`src/rtl/uart_loopback_fifo.sv`:
```
// UART echo path: a configurable-frame receiver feeds a circular FIFO, and a transmitter drains it.
// Frames can be 5..8 data bits, none/odd/even parity and 1 or 2 stop bits; a hold input pauses transmission.
module uart_loopback_fifo #(
    parameter int UART_BPS   = 9600,
    parameter int CLK_FREQ   = 50_000_000,
    parameter int DATA_BITS  = 8,
    parameter int PARITY     = 0,
    parameter int STOP_BITS  = 1,
    parameter int FIFO_DEPTH = 16,
    parameter int DROP_ERR   = 1
) (
    input  logic                            sys_clk,
    input  logic                            sys_rst_n,
    input  logic                            rx,
    input  logic                            tx_hold,
    output logic                            tx,
    output logic [$clog2(FIFO_DEPTH+1)-1:0] fifo_count,
    output logic                            rx_parity_err,
    output logic                            rx_frame_err,
    output logic                            rx_overrun
);
    localparam int BIT_CNT = CLK_FREQ / UART_BPS;
    localparam int CNT_W   = $clog2(BIT_CNT);
    localparam int PTR_W   = $clog2(FIFO_DEPTH);
    localparam int FCNT_W  = $clog2(FIFO_DEPTH + 1);
    localparam logic [CNT_W-1:0]  CNT_MID   = CNT_W'(BIT_CNT / 2);
    localparam logic [CNT_W-1:0]  CNT_LAST  = CNT_W'(BIT_CNT - 1);
    localparam logic [2:0]        BIT_LAST  = 3'(DATA_BITS - 1);
    localparam logic              STOP_LAST = 1'(STOP_BITS - 1);
    localparam logic [FCNT_W-1:0] FIFO_FULL = FCNT_W'(FIFO_DEPTH);

    typedef enum logic [2:0] {
        S_IDLE   = 3'd0,
        S_START  = 3'd1,
        S_DATA   = 3'd2,
        S_PARITY = 3'd3,
        S_STOP   = 3'd4
    } state_t;

    // Parity bit that makes the frame satisfy the configured odd/even rule.
    function automatic logic parity_bit(input logic [DATA_BITS-1:0] d);
        return (PARITY == 1) ? ~(^d) : (^d);
    endfunction

    logic rx_sync1_r, rx_sync2_r, rx_dly_r;
    logic start_edge_s;
    state_t rx_state_r;
    logic [CNT_W-1:0] rx_cnt_r;
    logic [2:0] rx_idx_r;
    logic rx_stop_idx_r, rx_stop_ok_r, rx_par_r;
    logic [DATA_BITS-1:0] rx_data_r, wr_data_r;
    logic rx_mid_s, rx_end_s, rx_perr_s, rx_ferr_s;
    logic perr_r, ferr_r, ovr_r, wr_req_r;

    logic [DATA_BITS-1:0] mem_r [FIFO_DEPTH];
    logic [PTR_W-1:0] wr_ptr_r, rd_ptr_r;
    logic [FCNT_W-1:0] count_r;
    logic accept_s, pop_s;

    state_t tx_state_r;
    logic [CNT_W-1:0] tx_cnt_r;
    logic [2:0] tx_idx_r;
    logic tx_stop_idx_r, tx_par_r, tx_r, tx_end_s;
    logic [DATA_BITS-1:0] tx_data_r;

    assign tx            = tx_r;
    assign fifo_count    = count_r;
    assign rx_parity_err = perr_r;
    assign rx_frame_err  = ferr_r;
    assign rx_overrun    = ovr_r;

    // Two-stage synchronizer plus one delay stage for falling-edge detection.
    always_ff @(posedge sys_clk or negedge sys_rst_n) begin
        if (!sys_rst_n) begin
            rx_sync1_r <= 1'b1;
            rx_sync2_r <= 1'b1;
            rx_dly_r   <= 1'b1;
        end else begin
            rx_sync1_r <= rx;
            rx_sync2_r <= rx_sync1_r;
            rx_dly_r   <= rx_sync2_r;
        end
    end

    // Decoded receive conditions, including the error verdict used at the last stop-bit sample.
    always_comb begin
        start_edge_s = rx_dly_r & ~rx_sync2_r;
        rx_mid_s     = (rx_cnt_r == CNT_MID);
        rx_end_s     = (rx_cnt_r == CNT_LAST);
        rx_ferr_s    = ~(rx_stop_ok_r & rx_sync2_r);
        if (PARITY != 0) begin
            rx_perr_s = (parity_bit(rx_data_r) != rx_par_r);
        end else begin
            rx_perr_s = 1'b0;
        end
    end

    // Receive FSM; error pulses and the FIFO write request are registered here.
    always_ff @(posedge sys_clk or negedge sys_rst_n) begin
        if (!sys_rst_n) begin
            rx_state_r    <= S_IDLE;
            rx_cnt_r      <= CNT_W'(0);
            rx_idx_r      <= 3'd0;
            rx_stop_idx_r <= 1'b0;
            rx_stop_ok_r  <= 1'b1;
            rx_par_r      <= 1'b0;
            rx_data_r     <= DATA_BITS'(0);
            wr_data_r     <= DATA_BITS'(0);
            wr_req_r      <= 1'b0;
            perr_r        <= 1'b0;
            ferr_r        <= 1'b0;
        end else begin
            perr_r   <= 1'b0;
            ferr_r   <= 1'b0;
            wr_req_r <= 1'b0;
            rx_cnt_r <= rx_end_s ? CNT_W'(0) : rx_cnt_r + CNT_W'(1);
            case (rx_state_r)
                S_IDLE: begin
                    rx_cnt_r <= CNT_W'(0);
                    if (start_edge_s) rx_state_r <= S_START;
                end
                S_START: begin
                    if (rx_mid_s && rx_sync2_r) begin
                        rx_state_r <= S_IDLE;
                    end else if (rx_end_s) begin
                        rx_state_r <= S_DATA;
                        rx_idx_r   <= 3'd0;
                    end
                end
                S_DATA: begin
                    if (rx_mid_s) rx_data_r <= {rx_sync2_r, rx_data_r[DATA_BITS-1:1]};
                    if (rx_end_s) begin
                        rx_idx_r <= rx_idx_r + 3'd1;
                        if (rx_idx_r == BIT_LAST) begin
                            rx_state_r    <= (PARITY != 0) ? S_PARITY : S_STOP;
                            rx_stop_idx_r <= 1'b0;
                            rx_stop_ok_r  <= 1'b1;
                        end
                    end
                end
                S_PARITY: begin
                    if (rx_mid_s) rx_par_r <= rx_sync2_r;
                    if (rx_end_s) begin
                        rx_state_r    <= S_STOP;
                        rx_stop_idx_r <= 1'b0;
                        rx_stop_ok_r  <= 1'b1;
                    end
                end
                S_STOP: begin
                    // Leaving at mid-bit lets the next start edge be caught early.
                    if (rx_mid_s && rx_stop_idx_r == STOP_LAST) begin
                        rx_state_r <= S_IDLE;
                        perr_r     <= rx_perr_s;
                        ferr_r     <= rx_ferr_s;
                        wr_req_r   <= (DROP_ERR == 0) || !(rx_perr_s || rx_ferr_s);
                        wr_data_r  <= rx_data_r;
                    end else if (rx_mid_s) begin
                        rx_stop_ok_r <= rx_stop_ok_r & rx_sync2_r;
                    end
                    if (rx_end_s) rx_stop_idx_r <= rx_stop_idx_r + 1'b1;
                end
                default: rx_state_r <= S_IDLE;
            endcase
        end
    end

    // FIFO handshake: a full FIFO still accepts a word when a pop happens in the same cycle.
    always_comb begin
        pop_s    = (tx_state_r == S_IDLE) && (count_r != FCNT_W'(0)) && !tx_hold;
        accept_s = wr_req_r && ((count_r != FIFO_FULL) || pop_s);
        tx_end_s = (tx_cnt_r == CNT_LAST);
    end

    // FIFO pointers, occupancy and overrun pulse.
    always_ff @(posedge sys_clk or negedge sys_rst_n) begin
        if (!sys_rst_n) begin
            wr_ptr_r <= PTR_W'(0);
            rd_ptr_r <= PTR_W'(0);
            count_r  <= FCNT_W'(0);
            ovr_r    <= 1'b0;
        end else begin
            ovr_r <= wr_req_r && !accept_s;
            if (accept_s) wr_ptr_r <= wr_ptr_r + PTR_W'(1);
            if (pop_s) rd_ptr_r <= rd_ptr_r + PTR_W'(1);
            case ({accept_s, pop_s})
                2'b10:   count_r <= count_r + FCNT_W'(1);
                2'b01:   count_r <= count_r - FCNT_W'(1);
                default: count_r <= count_r;
            endcase
        end
    end

    // FIFO storage.
    always_ff @(posedge sys_clk) begin
        if (accept_s) mem_r[wr_ptr_r] <= wr_data_r;
    end

    // Transmit FSM; tx is driven from a register so each bit lasts exactly BIT_CNT cycles.
    always_ff @(posedge sys_clk or negedge sys_rst_n) begin
        if (!sys_rst_n) begin
            tx_state_r    <= S_IDLE;
            tx_cnt_r      <= CNT_W'(0);
            tx_idx_r      <= 3'd0;
            tx_stop_idx_r <= 1'b0;
            tx_par_r      <= 1'b0;
            tx_data_r     <= DATA_BITS'(0);
            tx_r          <= 1'b1;
        end else begin
            tx_cnt_r <= tx_end_s ? CNT_W'(0) : tx_cnt_r + CNT_W'(1);
            case (tx_state_r)
                S_IDLE: begin
                    tx_cnt_r <= CNT_W'(0);
                    tx_r     <= 1'b1;
                    if (pop_s) begin
                        tx_data_r  <= mem_r[rd_ptr_r];
                        tx_par_r   <= parity_bit(mem_r[rd_ptr_r]);
                        tx_r       <= 1'b0;
                        tx_state_r <= S_START;
                    end
                end
                S_START: begin
                    if (tx_end_s) begin
                        tx_state_r <= S_DATA;
                        tx_idx_r   <= 3'd0;
                        tx_r       <= tx_data_r[0];
                    end
                end
                S_DATA: begin
                    if (tx_end_s) begin
                        tx_idx_r  <= tx_idx_r + 3'd1;
                        tx_data_r <= {1'b0, tx_data_r[DATA_BITS-1:1]};
                        if (tx_idx_r != BIT_LAST) begin
                            tx_r <= tx_data_r[1];
                        end else if (PARITY != 0) begin
                            tx_state_r <= S_PARITY;
                            tx_r       <= tx_par_r;
                        end else begin
                            tx_state_r    <= S_STOP;
                            tx_stop_idx_r <= 1'b0;
                            tx_r          <= 1'b1;
                        end
                    end
                end
                S_PARITY: begin
                    if (tx_end_s) begin
                        tx_state_r    <= S_STOP;
                        tx_stop_idx_r <= 1'b0;
                        tx_r          <= 1'b1;
                    end
                end
                S_STOP: begin
                    if (tx_end_s) begin
                        tx_stop_idx_r <= tx_stop_idx_r + 1'b1;
                        if (tx_stop_idx_r == STOP_LAST) tx_state_r <= S_IDLE;
                    end
                end
                default: tx_state_r <= S_IDLE;
            endcase
        end
    end
endmodule

```
`config.mk`:
```
export PLATFORM = sky130hd
export DESIGN_NAME = uart_loopback_fifo
export DESIGN_NICKNAME = d
export VERILOG_FILES = /design/src/rtl/uart_loopback_fifo.sv
export SDC_FILE = /design/constraint.sdc
export NUM_CORES = 1
export LEC_CHECK = 0
export BUFFER_PORTS_ARGS = -buffer_cell sky130_fd_sc_hd__clkbuf_2
export CAP_MARGIN = 20
export CORE_UTILIZATION = 40
export CTS_CLUSTER_DIAMETER = 60
export DETAILED_ROUTE_END_ITERATION = 10
export PLACE_DENSITY_LB_ADDON = 0.05
export SYNTH_ARGS = -nofsm -noshare
export SYNTH_HDL_FRONTEND = slang
export SYNTH_SLANG_ARGS = --single-unit
```
`constraint.sdc`:
```
create_clock -name sys_clk -period 6.5 [get_ports sys_clk]
set_clock_uncertainty 0.2 [all_clocks]
set_input_delay 0.65 -clock sys_clk [delete_from_list [all_inputs] [get_ports sys_clk]]
set_output_delay 0.65 -clock sys_clk [all_outputs]
set_load 0.02 [all_outputs]
```
# Word-level counts from Yosys, hierarchy flattened
# Memory sizes are Yosys's and may differ from the RTL's.
# Index checks and enable logic that the tools add are counted.
[word_totals]
reg_bits = 85
ramBits = 128
input_bits = 4
output_inout_bits = 9
word_cells = 161
mem_count = 1
[mem_list]
columns = ["memory", "words", "width", "read_ports", "rd_ports_with_merged_regs", "write_ports", "line", "rtl"]
rows = [
  ["mem_r", 16, 8, 1, 0, 1, "55", "logic [DATA_BITS-1:0] mem_r [FIFO_DEPTH];"],
]
[op_classes]
n_addsub = 10
n_eq_ne = 34
muxes = 59
n_bitwise = 5
n_reduce_logical = 30
[ops]
columns = ["operator", "n"]
rows = [
  ["3-bit two-way mux", 19],
  ["13-bit two-way mux", 4],
  ["2-bit inequality test, second input constant", 17],
  ["3-bit case mux with 5 select lines", 2],
  ["13-bit by 1-bit adder with 13-bit output, second input constant", 2],
  ["13-bit == test, second input constant", 2],
  ["1-bit two-way mux", 24],
  ["8-bit two-way mux", 2],
  ["8-bit case mux with 2 select lines", 1],
  ["13-bit by 12-bit == test with 1-bit output, second input constant", 1],
  ["3-bit by 2-bit == test with 1-bit output, second input constant", 4],
  ["3-bit case mux with 2 select lines", 2],
  ["6-bit AND reduction", 2],
  ["5-bit case mux with 2 select lines", 1],
  ["5-bit AND reduction", 2],
  ["3-bit == test, second input constant", 3],
  ["1-bit case mux with 3 select lines", 3],
  ["4-bit by 1-bit adder with 4-bit output, second input constant", 2],
  ["4-bit AND reduction", 2],
  ["2-bit nonzero test", 4],
  ["7-bit AND reduction", 1],
  ["3-bit by 1-bit adder with 3-bit output, second input constant", 2],
  ["3-bit by 1-bit == test with 1-bit output, second input constant", 2],
  ["1-bit logical AND", 6],
  ["other kinds (18)", 28],
]

# Longest topological paths before layout
[logic_depth]
word_depth = 7
depth_mapped = 10
ltp_nobuf = 10

# Least setup slack after synthesis
# No wires, ideal clock.
[synth_path]
path_kind = "register -> register"
from = "reg count_r[1] (netlist: fifo_count[1])"
to = "reg count_r[4] (netlist: fifo_count[4])"
setup_ns = 0.124
arrival_time_ns = 2.528
required_ns = 6.176
path_slack_ns = 3.648
path_stages_with_launch = 11
path_buffers = 0
period_less_slack_ns = 2.852
path_cell_list = "dfrtp_1 or4_4 o21a_1 nand2_1 inv_2 ha_1 nor2b_1 o21ai_0 nor2b_1 a21oi_1 a211o_1"
[synth_via]
elab_chain_cells = 7
word_cells_on_any_way = 12
cone_classes = "2 x add/sub; 3 x eq/ne; 1 x mux; 6 x reduce/logical"
[synth_lines]
columns = ["element", "line", "rtl"]
rows = [
  ["from (decl)", "57", "logic [FCNT_W-1:0] count_r;"],
  ["from (signal assigned)", "186", "2'b10: count_r <= count_r + FCNT_W'(1);"],
  ["from (signal assigned)", "187", "2'b01: count_r <= count_r - FCNT_W'(1);"],
  ["from (signal assigned)", "188", "default: count_r <= count_r;"],
  ["5-bit nonzero test", "169", "pop_s = (tx_state_r == S_IDLE) && (count_r != FCNT_W'(0)) && !tx_hold;"],
  ["1-bit logical AND (2 in series)", "169", ""],
  ["1-bit logical OR", "170", "accept_s = wr_req_r && ((count_r != FIFO_FULL) || pop_s);"],
  ["1-bit logical AND", "170", ""],
  ["2-bit by 1-bit == test with 1-bit output / 2-bit == test (equally long branches)", "185", "case ({accept_s, pop_s})"],
  ["5-bit case mux with 2 select lines / 2-bit nonzero test (equally long branches)", "--", ""],
]
# Parallel ways exist; a longest one is shown, timed or not.
# A chain may end at the register's enable or synchronous reset.

# Worst setup path after layout
[layout_path]
from = "reg tx_state_r[1]"
to = "reg count_r[4] (netlist: fifo_count[4])"
[layout_via]
elab_chain_cells = 7
word_cells_on_any_way = 9
cone_classes = "2 x eq/ne; 1 x mux; 6 x reduce/logical"
[layout_lines]
columns = ["element", "line", "rtl"]
rows = [
  ["from (decl)", "60", "state_t tx_state_r;"],
  ["from (signal assigned)", "201", "tx_state_r <= S_IDLE;"],
  ["from (signal assigned)", "218", "tx_state_r <= S_START;"],
  ["from (signal assigned)", "223", "tx_state_r <= S_DATA;"],
  ["3-bit logical NOT *", "169", ""],
  ["1-bit logical AND * (2 in series)", "169", ""],
  ["1-bit logical OR", "170", ""],
  ["1-bit logical AND", "170", ""],
  ["2-bit by 1-bit == test with 1-bit output / 2-bit == test (equally long branches)", "185", ""],
  ["5-bit case mux with 2 select lines / 2-bit nonzero test (equally long branches)", "--", ""],
]
# Mark *: on every way between the ends. The rest lies on a longest branch, timed or not.

==> results.md <==
* Status: finished clean
* WP data required at around 6.7 ns
* Rel. slew slack at a little under a third
* Die height at between 150 and 200 um
* Cell Count, Final, Fillers Out at between 900 and 1000
* Initial antenna violation count at 0
* TritonCTS clock tree: done
* Setup crit end kind: flop
* Logic pwr share at 2.1%
* Crit path buf inv count at 1
* Final net count at 657
* IO Port Bufs at 11
* Root Driver: clkbuf_16
* Sw Share at 20.87%
* Die area at 23240 um2
* CTS HTree Levels at 1
* Slowest cell on crit path: dfrtp_1
* Post-cts sizing count at 0
* Final Cell Area at between 10000 and 15000 um2
* Synthesized area at 9055 um2
* Placed Cells at 885
* Peak VDD IR at 0.1609 mV
* Syn avg cell area at 14.70 um2
* Kind of cell adding the most delay to the critical path: simple AND/OR/NAND/NOR gates
* Drt wl/cell at 19.38 um
* Seq pwr share at 49.5%
* Clock Power Share at 48.3%
* Worst-Margin Slew at 1.015 ns
* Clk buf depth at 3
* Crit path time final at 3.393 ns
* Pleak at 4.205 nW
* Skew-Pair Late Insertion Delay at around 0.53 ns
* Max incr delay on CP at around 0.55 ns
* Critical setup path kind: reg2reg
* Top_reg_cell synth: edfxtp_1
* RSZ-0062 raised after global routing: false
* Fill cell count at 1900
* # diodes at 0
* Drt total wl at 18.14 mm
* Pre-antenna DRT Iters at 6
* Tcrit/Tclk final at 52.20%
* Async S/R FF share, synth at 39.91%
* Die width at 152.5 um
* GRT Total Usage at 16.29%
* NetSw at just over 0.6 mW
* Share of layout cells above drive strength 1 at 19.36%
* Grt total ovfl at 0
* Core ar. at 22030 um2
* Setup TNS at 0 ns
* CP Launch Type: flop
* Hold Violations, Final at 0
* Mapped Nets at 636
* Syn Inst Count at roughly 620
* HPWL Detailed at 12.09 mm
* Most used cell, CP: nor2b_1
* Vias per std cell at 5.357
* First DRT Iteration DRCs at 290
* CP Max Fanout at 15
* Placed inst area at 9384 um2
* Max-cap violations at 0
* Postcts setup bufs at 0
* Flops & latches, synth at 213
* Max Freq at 294.7 MHz
* Layout area overhead at 13.50%
* Starting Density at 41.11%
* Worst hold path type: reg2reg
* I/O pin count at 13
* Pin count of the biggest net entering global routing at 57
* Internal cell power at between 2 and 2.5 mW
* CP Cell Sequence: nor4_2 > o21a_1 > nand2_1 > inv_2 > ha_1 > nor2b_1 > o21ai_0 > nor2b_1 > a21oi_1 > a211o_1
* GP Congestion at 0.8096
* Post-route ant nets at 0
* PwrDens at 287.7 nW/um2
* Distinct cells, synth at 64
* Num CTS Buffers at 25
* CTS clock-pin slew for the worst setup and hold paths at 0.06 ns
* Setup Viol. Count Final at 0
* Syn. warnings at 0
* Vias in the first global route at 5247
* Pins Over Slew Limit at 0
* Clock net sink count at roughly 210
* Post-synth EDFFs at 128
* Seq/Total Area, Yosys at approximately two thirds
* DRC viols at 0
* DR vias at 5014
* # rows at 54
* Data arrival, critical path at about 3.6 ns
* First-pass GRT wire length at 29.50 mm
registers in the layout, indices dropped and copies added, names as in the netlist, 3 cells and up:
| signal | count |
|---|---|
| mem_r | 128 |
| rx_cnt_r | 13 |
| wr_ptr_r | 4 |
| rx_data_r | 8 |
| rd_ptr_r | 4 |
| tx_state_r | 3 |
| tx_cnt_r | 13 |
| tx_data_r | 8 |
| wr_data_r | 8 |
| rx_state_r | 3 |
| rx_idx_r | 3 |
| tx_idx_r | 3 |
| fifo_count | 5 |
worst paths after layout:
kind	cells past startpoint	from	slack, ns	end
max	10	tx_state_r[1]$_DFFE_PN0P_	3.11	fifo_count[4]$_DFFE_PN0P_
min	0	rx_sync1_r$_DFF_PN1_	0.16	rx_sync2_r$_DFF_PN1_
max reg2reg	10	tx_state_r[1]$_DFFE_PN0P_	3.11	fifo_count[4]$_DFFE_PN0P_
min reg2reg	0	rx_sync1_r$_DFF_PN1_	0.16	rx_sync2_r$_DFF_PN1_
max in group asynchronous	3	sys_rst_n	4.60	wr_req_r$_DFF_PN0_
min in group asynchronous	2	sys_rst_n	0.42	wr_ptr_r[2]$_DFFE_PN0P_
Yosys cell counts, types with 8 or more instances:
library cell | number | share of area (%)
nand2_1 | 29 | 1.2
buf_2 | 8 | 0.44
xor2_1 | 12 | 1.2
edfxtp_1 | 128 | 42
xnor2_1 | 19 | 1.8
and2_1 | 10 | 0.69
o21ai_0 | 11 | 0.61
mux4_2 | 24 | 6.0
inv_1 | 15 | 0.62
and3_1 | 15 | 1.0
nand3_1 | 22 | 1.2
clkbuf_1 | 12 | 0.50
nor2_1 | 48 | 2.0
dfrtp_1 | 80 | 22
mux2i_1 | 17 | 1.9
mux2_2 | 15 | 1.9
ha_1 | 15 | 2.1
a21oi_1 | 17 | 0.94
cells by family after synthesis:
logic type / count (synthesis) / share of synthesized area (%)
compound gates: 77 / 6.080
simple gates: 179 / 10.76
other cells: 1 / 0.04141
xor+xnor: 31 / 2.998
mux: 58 / 9.963
fa+ha+maj: 16 / 2.294
flops: 213 / 66.01
buf+inv: 41 / 1.851
final cells by class:
class                           instances  area (um2)  share of cell area, %
Timing Repair Buffer                   19       117.6                  1.144
Tap cell                              280       350.3                  3.409
Sequential cell                       213        5978                  58.17
Clock inverter                         19       222.7                  2.167
Clock buffer                           27       633.1                  6.160
Inverter                               16       60.06                 0.5844
Multi-Input combinational cell        362        2915                  28.37
power by group through the flow:
stage          registers [mW]  clock network [mW]  logic, mW
6_report                 1.46                1.43     0.0636
5_1_grt                  1.47                1.53     0.0751
4_1_cts                  1.46                1.47     0.0636
3_5_place_dp             1.49                   0     0.0627
3_3_place_gp             1.49                   0     0.0611
2_1_floorplan            1.48                   0     0.0437
worst reg2reg max path: cells and delay by family (launching register included):
kind / cells / cell delay, ns
buffers and inverters: 1 / 0.14
AO/OA/AOI/OAI: 4 / 0.97
AND/OR/NAND/NOR: 4 / 1.14
adder cells (fa/ha/maj): 1 / 0.27
flip-flops: 1 / 0.55
through the flow:
step / utilization, % / hold slack, ns / power [mW] / setup WS (ns)
after global placement: 42.60 / 0.1477 / 1.551 / 3.154
after CTS: 46.58 / 0.1626 / 2.994 / 3.098
after global routing: 46.66 / 0.1679 / 3.068 / 2.863
after detailed placement: 42.60 / 0.1535 / 1.553 / 3.064
after floorplan: - / 0.1452 / 1.527 / 3.648
final: 46.66 / 0.1618 / 2.957 / 3.107
routing by layer:
| layer | track usage (%) | share of wire (%) | vias up |
|---|---|---|---|
| met4 | 4.137 | 2.3 | 0 |
| met3 | 2.816 | 3.5 | 29 |
| met1 | 23.47 | 49 | 2541 |
| li1 | - | - | 2371 |
| met5 | 0 | 0 | - |
| met2 | 25.70 | 45 | 73 |
placed cells by master (no fill, tap or decap), types with 15 or more instances in the layout:
cell       count
inv_1         15
a21oi_1       17
edfxtp_1     128
nand2_1       29
mux2i_1       17
xnor2_1       19
and3_1        15
clkbuf_16     25
ha_1          15
nand3_1       22
dfrtp_1       79
nor2_1        48
mux2_2        15
mux4_2        24
what timing repair did:
action	CTS	global route
hold endpoints to repair	30	0
setup endpoints to repair	0	0
hold buffers	2	0
(Power assumes the default switching activity.)
